$ cat config.mk
export PLATFORM = sky130hd
export DESIGN_NAME = pwm_led_array
export DESIGN_NICKNAME = d
export VERILOG_FILES = /design/src/rtl/pwm_led_array.sv
export SDC_FILE = /design/constraint.sdc
export NUM_CORES = 1
export LEC_CHECK = 0
export BUFFER_PORTS_ARGS = -buffer_cell sky130_fd_sc_hd__buf_2
export CAP_MARGIN = 20
export CORE_MARGIN = 2
export CORE_UTILIZATION = 63
export DETAILED_ROUTE_END_ITERATION = 10
export PLACE_DENSITY_LB_ADDON = 0.15
export SETUP_SLACK_MARGIN = 0.2
export SLEW_MARGIN = 20
export SYNTH_ARGS = -nofsm -noshare
export SYNTH_HDL_FRONTEND = slang
export SYNTH_SLANG_ARGS = --single-unit
export TNS_END_PERCENT = 100
$ cat constraint.sdc
create_clock -name clk -period 4.8 [get_ports clk]
set_input_delay 0.48 -clock clk [delete_from_list [all_inputs] [get_ports clk]]
set_output_delay 0.48 -clock clk [all_outputs]
set_load 0.02 [all_outputs]
$ cat src/rtl/pwm_led_array.sv
// Multi-channel PWM LED driver with shadowed duty registers loaded at period boundaries.
// Optional PWM_FADE_EN adds fade_mask: masked channels ramp one LSB per period toward their shadow duty.
module pwm_led_array #(
    parameter int CH      = 4,
    parameter int PWM_W   = 8,
    parameter int PRESC_W = 8
) (
    input  logic               clk,
    input  logic               rst,
    input  logic               enable,
    input  logic [PRESC_W-1:0] presc,
    input  logic               duty_wr,
    input  logic [3:0]         duty_ch,
    input  logic [PWM_W-1:0]   duty_data,
`ifdef PWM_FADE_EN
    input  logic [CH-1:0]      fade_mask,
`endif
    output logic [CH-1:0]      led,
    output logic               period_tick
);

    localparam logic [PWM_W-1:0]   CNT_MAX   = {PWM_W{1'b1}};
    localparam logic [PWM_W-1:0]   PWM_ONE   = {{(PWM_W-1){1'b0}}, 1'b1};
    localparam logic [PRESC_W-1:0] PRESC_ONE = {{(PRESC_W-1){1'b0}}, 1'b1};

    logic [PRESC_W-1:0] presc_cnt_r;
    logic [PWM_W-1:0]   pwm_cnt_r;
    logic [PWM_W-1:0]   shadow_r      [CH];
    logic [PWM_W-1:0]   active_r      [CH];
    logic [PWM_W-1:0]   shadow_next_s [CH];
    logic [PWM_W-1:0]   active_next_s [CH];
    logic               tick_s;
    logic               wrap_s;

`ifdef PWM_FADE_EN
    function automatic logic [PWM_W-1:0] step_toward(input logic [PWM_W-1:0] cur,
                                                     input logic [PWM_W-1:0] tgt);
        if (cur < tgt) begin
            return cur + PWM_ONE;
        end else if (cur > tgt) begin
            return cur - PWM_ONE;
        end else begin
            return cur;
        end
    endfunction
`endif

    // Prescaler compare and period-boundary detection; >= keeps a lowered presc from skipping a tick.
    always_comb begin
        tick_s = enable && (presc_cnt_r >= presc);
        wrap_s = tick_s && (pwm_cnt_r == CNT_MAX);
    end

    // Shadow update; an out-of-range channel index matches no slot and is dropped.
    always_comb begin
        for (int i = 0; i < CH; i++) begin
            if (duty_wr && (duty_ch == 4'(i))) begin
                shadow_next_s[i] = duty_data;
            end else begin
                shadow_next_s[i] = shadow_r[i];
            end
        end
    end

    // Active duty: tracks shadow while disabled, otherwise loads (or ramps) only on wrap.
    always_comb begin
        for (int i = 0; i < CH; i++) begin
            if (!enable) begin
                active_next_s[i] = shadow_next_s[i];
            end else if (wrap_s) begin
`ifdef PWM_FADE_EN
                if (fade_mask[i]) begin
                    active_next_s[i] = step_toward(active_r[i], shadow_next_s[i]);
                end else begin
                    active_next_s[i] = shadow_next_s[i];
                end
`else
                active_next_s[i] = shadow_next_s[i];
`endif
            end else begin
                active_next_s[i] = active_r[i];
            end
        end
    end

    // Counters, duty registers and registered outputs.
    always_ff @(posedge clk or posedge rst) begin
        if (rst) begin
            presc_cnt_r <= {PRESC_W{1'b0}};
            pwm_cnt_r   <= {PWM_W{1'b0}};
            led         <= {CH{1'b0}};
            period_tick <= 1'b0;
            for (int i = 0; i < CH; i++) begin
                shadow_r[i] <= {PWM_W{1'b0}};
                active_r[i] <= {PWM_W{1'b0}};
            end
        end else begin
            if (!enable) begin
                presc_cnt_r <= {PRESC_W{1'b0}};
                pwm_cnt_r   <= {PWM_W{1'b0}};
            end else if (tick_s) begin
                presc_cnt_r <= {PRESC_W{1'b0}};
                pwm_cnt_r   <= pwm_cnt_r + PWM_ONE;
            end else begin
                presc_cnt_r <= presc_cnt_r + PRESC_ONE;
            end
            period_tick <= wrap_s;
            for (int i = 0; i < CH; i++) begin
                led[i]      <= enable && (pwm_cnt_r < active_r[i]);
                shadow_r[i] <= shadow_next_s[i];
                active_r[i] <= active_next_s[i];
            end
        end
    end

endmodule

After elaboration in Yosys (flattened, before gate mapping):

Index checks and enable logic that the tools add are counted.

* flip-flop bits (word level): 85
* input port bits: 24
* output and inout bits: 5

* $add $sub $neg: 2
* magnitude comparators: 5
* eq/ne operators: 6
* muxes and demuxes: 16
* reductions and logical operators: 11

Operator list (count)
* 2-to-1 mux 8 bit: 16
* < comparator 8 bit: 4
* adder 8 x 1 -> 8 bit (second input constant): 2
* logical AND 1 bit: 10
* == test 4 x 2 -> 1 bit (second input constant): 2
* == test 8 bit (second input constant): 1
* >= comparator 8 bit: 1
* == test 4 x 1 -> 1 bit (second input constant): 1
* zero test 4 bit: 1
* inequality test 2 x 1 -> 1 bit (second input constant): 2

Depth between registers and ports, before layout:

* word-level depth: 5
* depth in mapped cells: 8
* mapped depth without buffers: 7

Worst setup path after synthesis:

OpenSTA, ideal clock, no wires.

* path type: in2reg
* start point: input presc[0]
* end point: register active_r[0] (netlist bit)
* arrival time: 2.226 ns
* data required time: 4.675 ns
* slack: 2.449 ns
* cell stages on the path: 7
* path buffers: 1
* path through: ha_1 > nand2b_4 > a2111o_1 > a41oi_2 > o21ai_4 > buf_6 > mux2_4

* longest elaborated chain between the ends: 4

RTL lines
* from (decl): line 11 `input logic [PRESC_W-1:0] presc,`
* >= comparator 8 bit: line 50 `tick_s = enable && (presc_cnt_r >= presc);`
* logical AND 1 bit: line 50
* logical AND 1 bit: line 51 `wrap_s = tick_s && (pwm_cnt_r == CNT_MAX);`
* inequality test 2 x 1 -> 1 bit (no line)
* to (signal, indexed assignment): line 95 `active_r[i] <= {PWM_W{1'b0}};`
* to (signal, indexed assignment): line 111 `active_r[i] <= active_next_s[i];`
* to (decl): line 29 `logic [PWM_W-1:0] active_r [CH];`

No other way between the ends.
A chain may end at the register's enable or synchronous reset.

Worst setup path after layout:

* start point: register presc_cnt_r[0]
* end point: register active_r[0] (netlist bit)

* longest elaborated chain between the ends: 4

RTL lines
* from (decl): line 26 `logic [PRESC_W-1:0] presc_cnt_r;`
* from (signal assigned): line 89 `presc_cnt_r <= {PRESC_W{1'b0}};`
* from (signal assigned): line 99 `presc_cnt_r <= {PRESC_W{1'b0}};`
* from (signal assigned): line 102 `presc_cnt_r <= {PRESC_W{1'b0}};`
* >= comparator 8 bit: line 50
* logical AND 1 bit: line 50
* logical AND 1 bit: line 51
* inequality test 2 x 1 -> 1 bit (no line)

No other way between the ends.

==> reports/results.ini <==
[floorplanning]
core_um2 = 6720
die_h_um = 87.0
dieArea_um2 = 7570
num_rows = 30
io_pins = 29
die_w_um = 87.0
start_util_pct = 64.6

[synthesis]
synth_edf_count = 0
synthArstFlopShare_pct = 100
synth.avg_cell_area_um2 = 12.6
muxShareOfSynthArea_pct = 20.1
ys_seq_area_share_pct = 49.0
yosysWarnings = 0
syn-cell-area_um2 = 4340
syn_nets = 407
synth_xor_area_share_pct = 1.41
synth.distinct_cells = 37
ys_seq_elements = 85
netlist_top_cells_area = dfrtp_1 49%, ha_1 11%, mux2_4 10%, mux2_2 8.8%, inv_1 3.5%
synth_compound_area_share_pct = 6.49
syn_inst = 345
synthTopCellsByCount = 85 x dfrtp_1, 40 x inv_1, 38 x ha_1
synth_top_family_by_area = multiplexers
synth-simple-area-share_pct = 7.58
synthFlopType = dfrtp_1
synth_top_area_share_pct = 49.0
synth.largest_area_cell = dfrtp_1
yosysMostFrequentCell = dfrtp_1
yosys.area_share.adder_pct = 11.0

[sta]
setup_slack_ns = 2.11
tightestPinTransition_ns = 0.889
period_share_pct = 56.1
setup_viol = 0
skew_ns = 0.0100
fmax_ghz = 0.372
rsz0062_at_grt = false
relSlewSlack_pct = 40.4
hold_viol = 0
tns_ns = 0
drv_slew = 0
period_needed_ns = 2.69

[cts]
cts_tree = done
cts_inserted_buffers = 9
cts.reportedPaths.clkPinSlew_ns = 0.08
cts_setup_buffers = 0
clockBufferDepth = 2
htree_levels = 3
clock_sinks = 85
clock-root-buffer = clkbuf_8
cts_resized = 0
clk_latency_ns = 0.35
cts_hold_buf = 0

[place]
port_buffers = 28
dp.cells = 450
post-place-ws_ns = 2.03
placed_area_um2 = 4550
gp_congestion = 0.790
hpwl_mm = 5.43

[setup_path]
cp_num_buf_inv = 2
crit_required_ns = 5.03
end_kind = register
cpPeakStageDelay_ns = 0.45
worstPathCellList = inv_1 -> ha_1 -> nand2b_4 -> a2111o_1 -> a41oi_2 -> o21ai_4 -> buf_4 -> mux2_4
worstSetupPathType = register to register
path_max_fanout = 32
critPathSlowestCell = dfrtp_1
arrival_ns = 2.92
startpoint_type = register
critPathTopFamily = compound AO/OA/AOI/OAI gates

[detailed_routing]
drt_iter0_markers = 100
postRouteAntennaNets = 0
wl_per_cell_um = 16.3
vias = 2558
wirelength_mm = 7.59
drc = 0
dr.pass1.iters = 4
avgViaCountPerCell = 5.49

[final_layout]
fin_cells = 466
seqCellArea_um2 = 2130
drive_above_1_share_pct = 31.1
syn_to_final_growth_pct = 9.57
diodes = 0
multi_input_area_um2 = 2020
final_net_count = 443
fill_cells = 499
final_util_pct = 70.8
design_area_um2 = 4760

[power_and_ir_drop]
leakagePower_nw = 2.41
ir_drop_uv = 297
powerDensity_nw_per_um2 = 380

[grt]
grt_pass1_wl_mm = 13.0
grt_pass1_vias = 2653
antenna_found_initial = 0
gr-total-overflow = 0
grt_usage_pct = 22.9
grt_max_degree = 46

[job]
cap_viol_max_count = 0

[hold_path]
hold_path.class = input pin to async pin

[outcome]
status = complete, no violations

-- sequential cells by signal, indices dropped and copies added (netlist names) --
register     count
period_tick      1
pwm_cnt_r        8
active_r        32
shadow_r        32
led              4
presc_cnt_r      8
-- stage by stage --
| step | hold slack [ns] | power, mW |
|---|---|---|
| 2_1_floorplan | 0.468 | 1.23 |
| 5_1_grt | 0.259 | 1.92 |
| 6_report | 0.203 | 1.81 |
| 3_3_place_gp | 0.480 | 1.30 |
| 3_5_place_dp | 0.485 | 1.33 |
| 4_1_cts | 0.224 | 1.83 |
-- report_power, final --
part | switching, mW | internal (mW) | leakage (nW)
combinational | 0.164 | 0.221 | 1.26
clock | 0.246 | 0.255 | 0.0878
sequential | 0.0663 | 0.858 | 1.07
total | 0.476 | 1.33 | 2.41
-- final cells by class --
class | instances | area share, %
clock buffer | 11 | 2.97
clock inverter | 5 | 1.26
inverter | 40 | 3.18
multi-input combinational | 215 | 42.5
sequential | 85 | 44.7
tap | 80 | 2.10
timing repair buffer | 30 | 3.26
-- cell families (layout without fill, tap and decap cells) --
kind of cell    count (synthesis)  in the layout
fa+ha+maj                      38             38
flops                          85             85
buf+inv                        45             86
simple gates                   59             59
mux                            68             68
xor+xnor                        7              7
compound gates                 43             43
-- layout by cell type, fill, tap and decap left out, types with 8 or more instances in the layout --
cell type,n
mux2_4,30
mux2_2,34
nand2_1,11
nand3_1,8
a21oi_1,12
nor2_1,13
o21ai_0,12
ha_1,38
inv_1,39
buf_2,28
clkbuf_8,10
dfrtp_1,85
-- metal layers --
layer  wire, um  share of wire (%)  GRT usage, %  vias to the layer above
met5          0                  0             0                        -
met4         95                1.3          6.25                        0
met3        259                3.4          5.12                       12
met2       3500                 46          35.5                       39
met1       3740                 49          32.7                     1233
li1           -                  -             -                     1274
-- path summary, 6_finish.rpt --
path | start | depth (start not counted) | slack, ns | endpoint
worst max-delay path | presc_cnt_r[0] | 8 | 2.11 | active_r[0]
worst min-delay path | rst | 2 | 0.20 | shadow_r[8]
worst max register to register | presc_cnt_r[0] | 8 | 2.11 | active_r[0]
worst min register to register | shadow_r[15] | 1 | 0.50 | shadow_r[15]
max in group asynchronous | rst | 3 | 3.59 | active_r[4]
min in group clk | duty_data[6] | 2 | 0.42 | shadow_r[22]
Power figures use the tool's default switching activity.
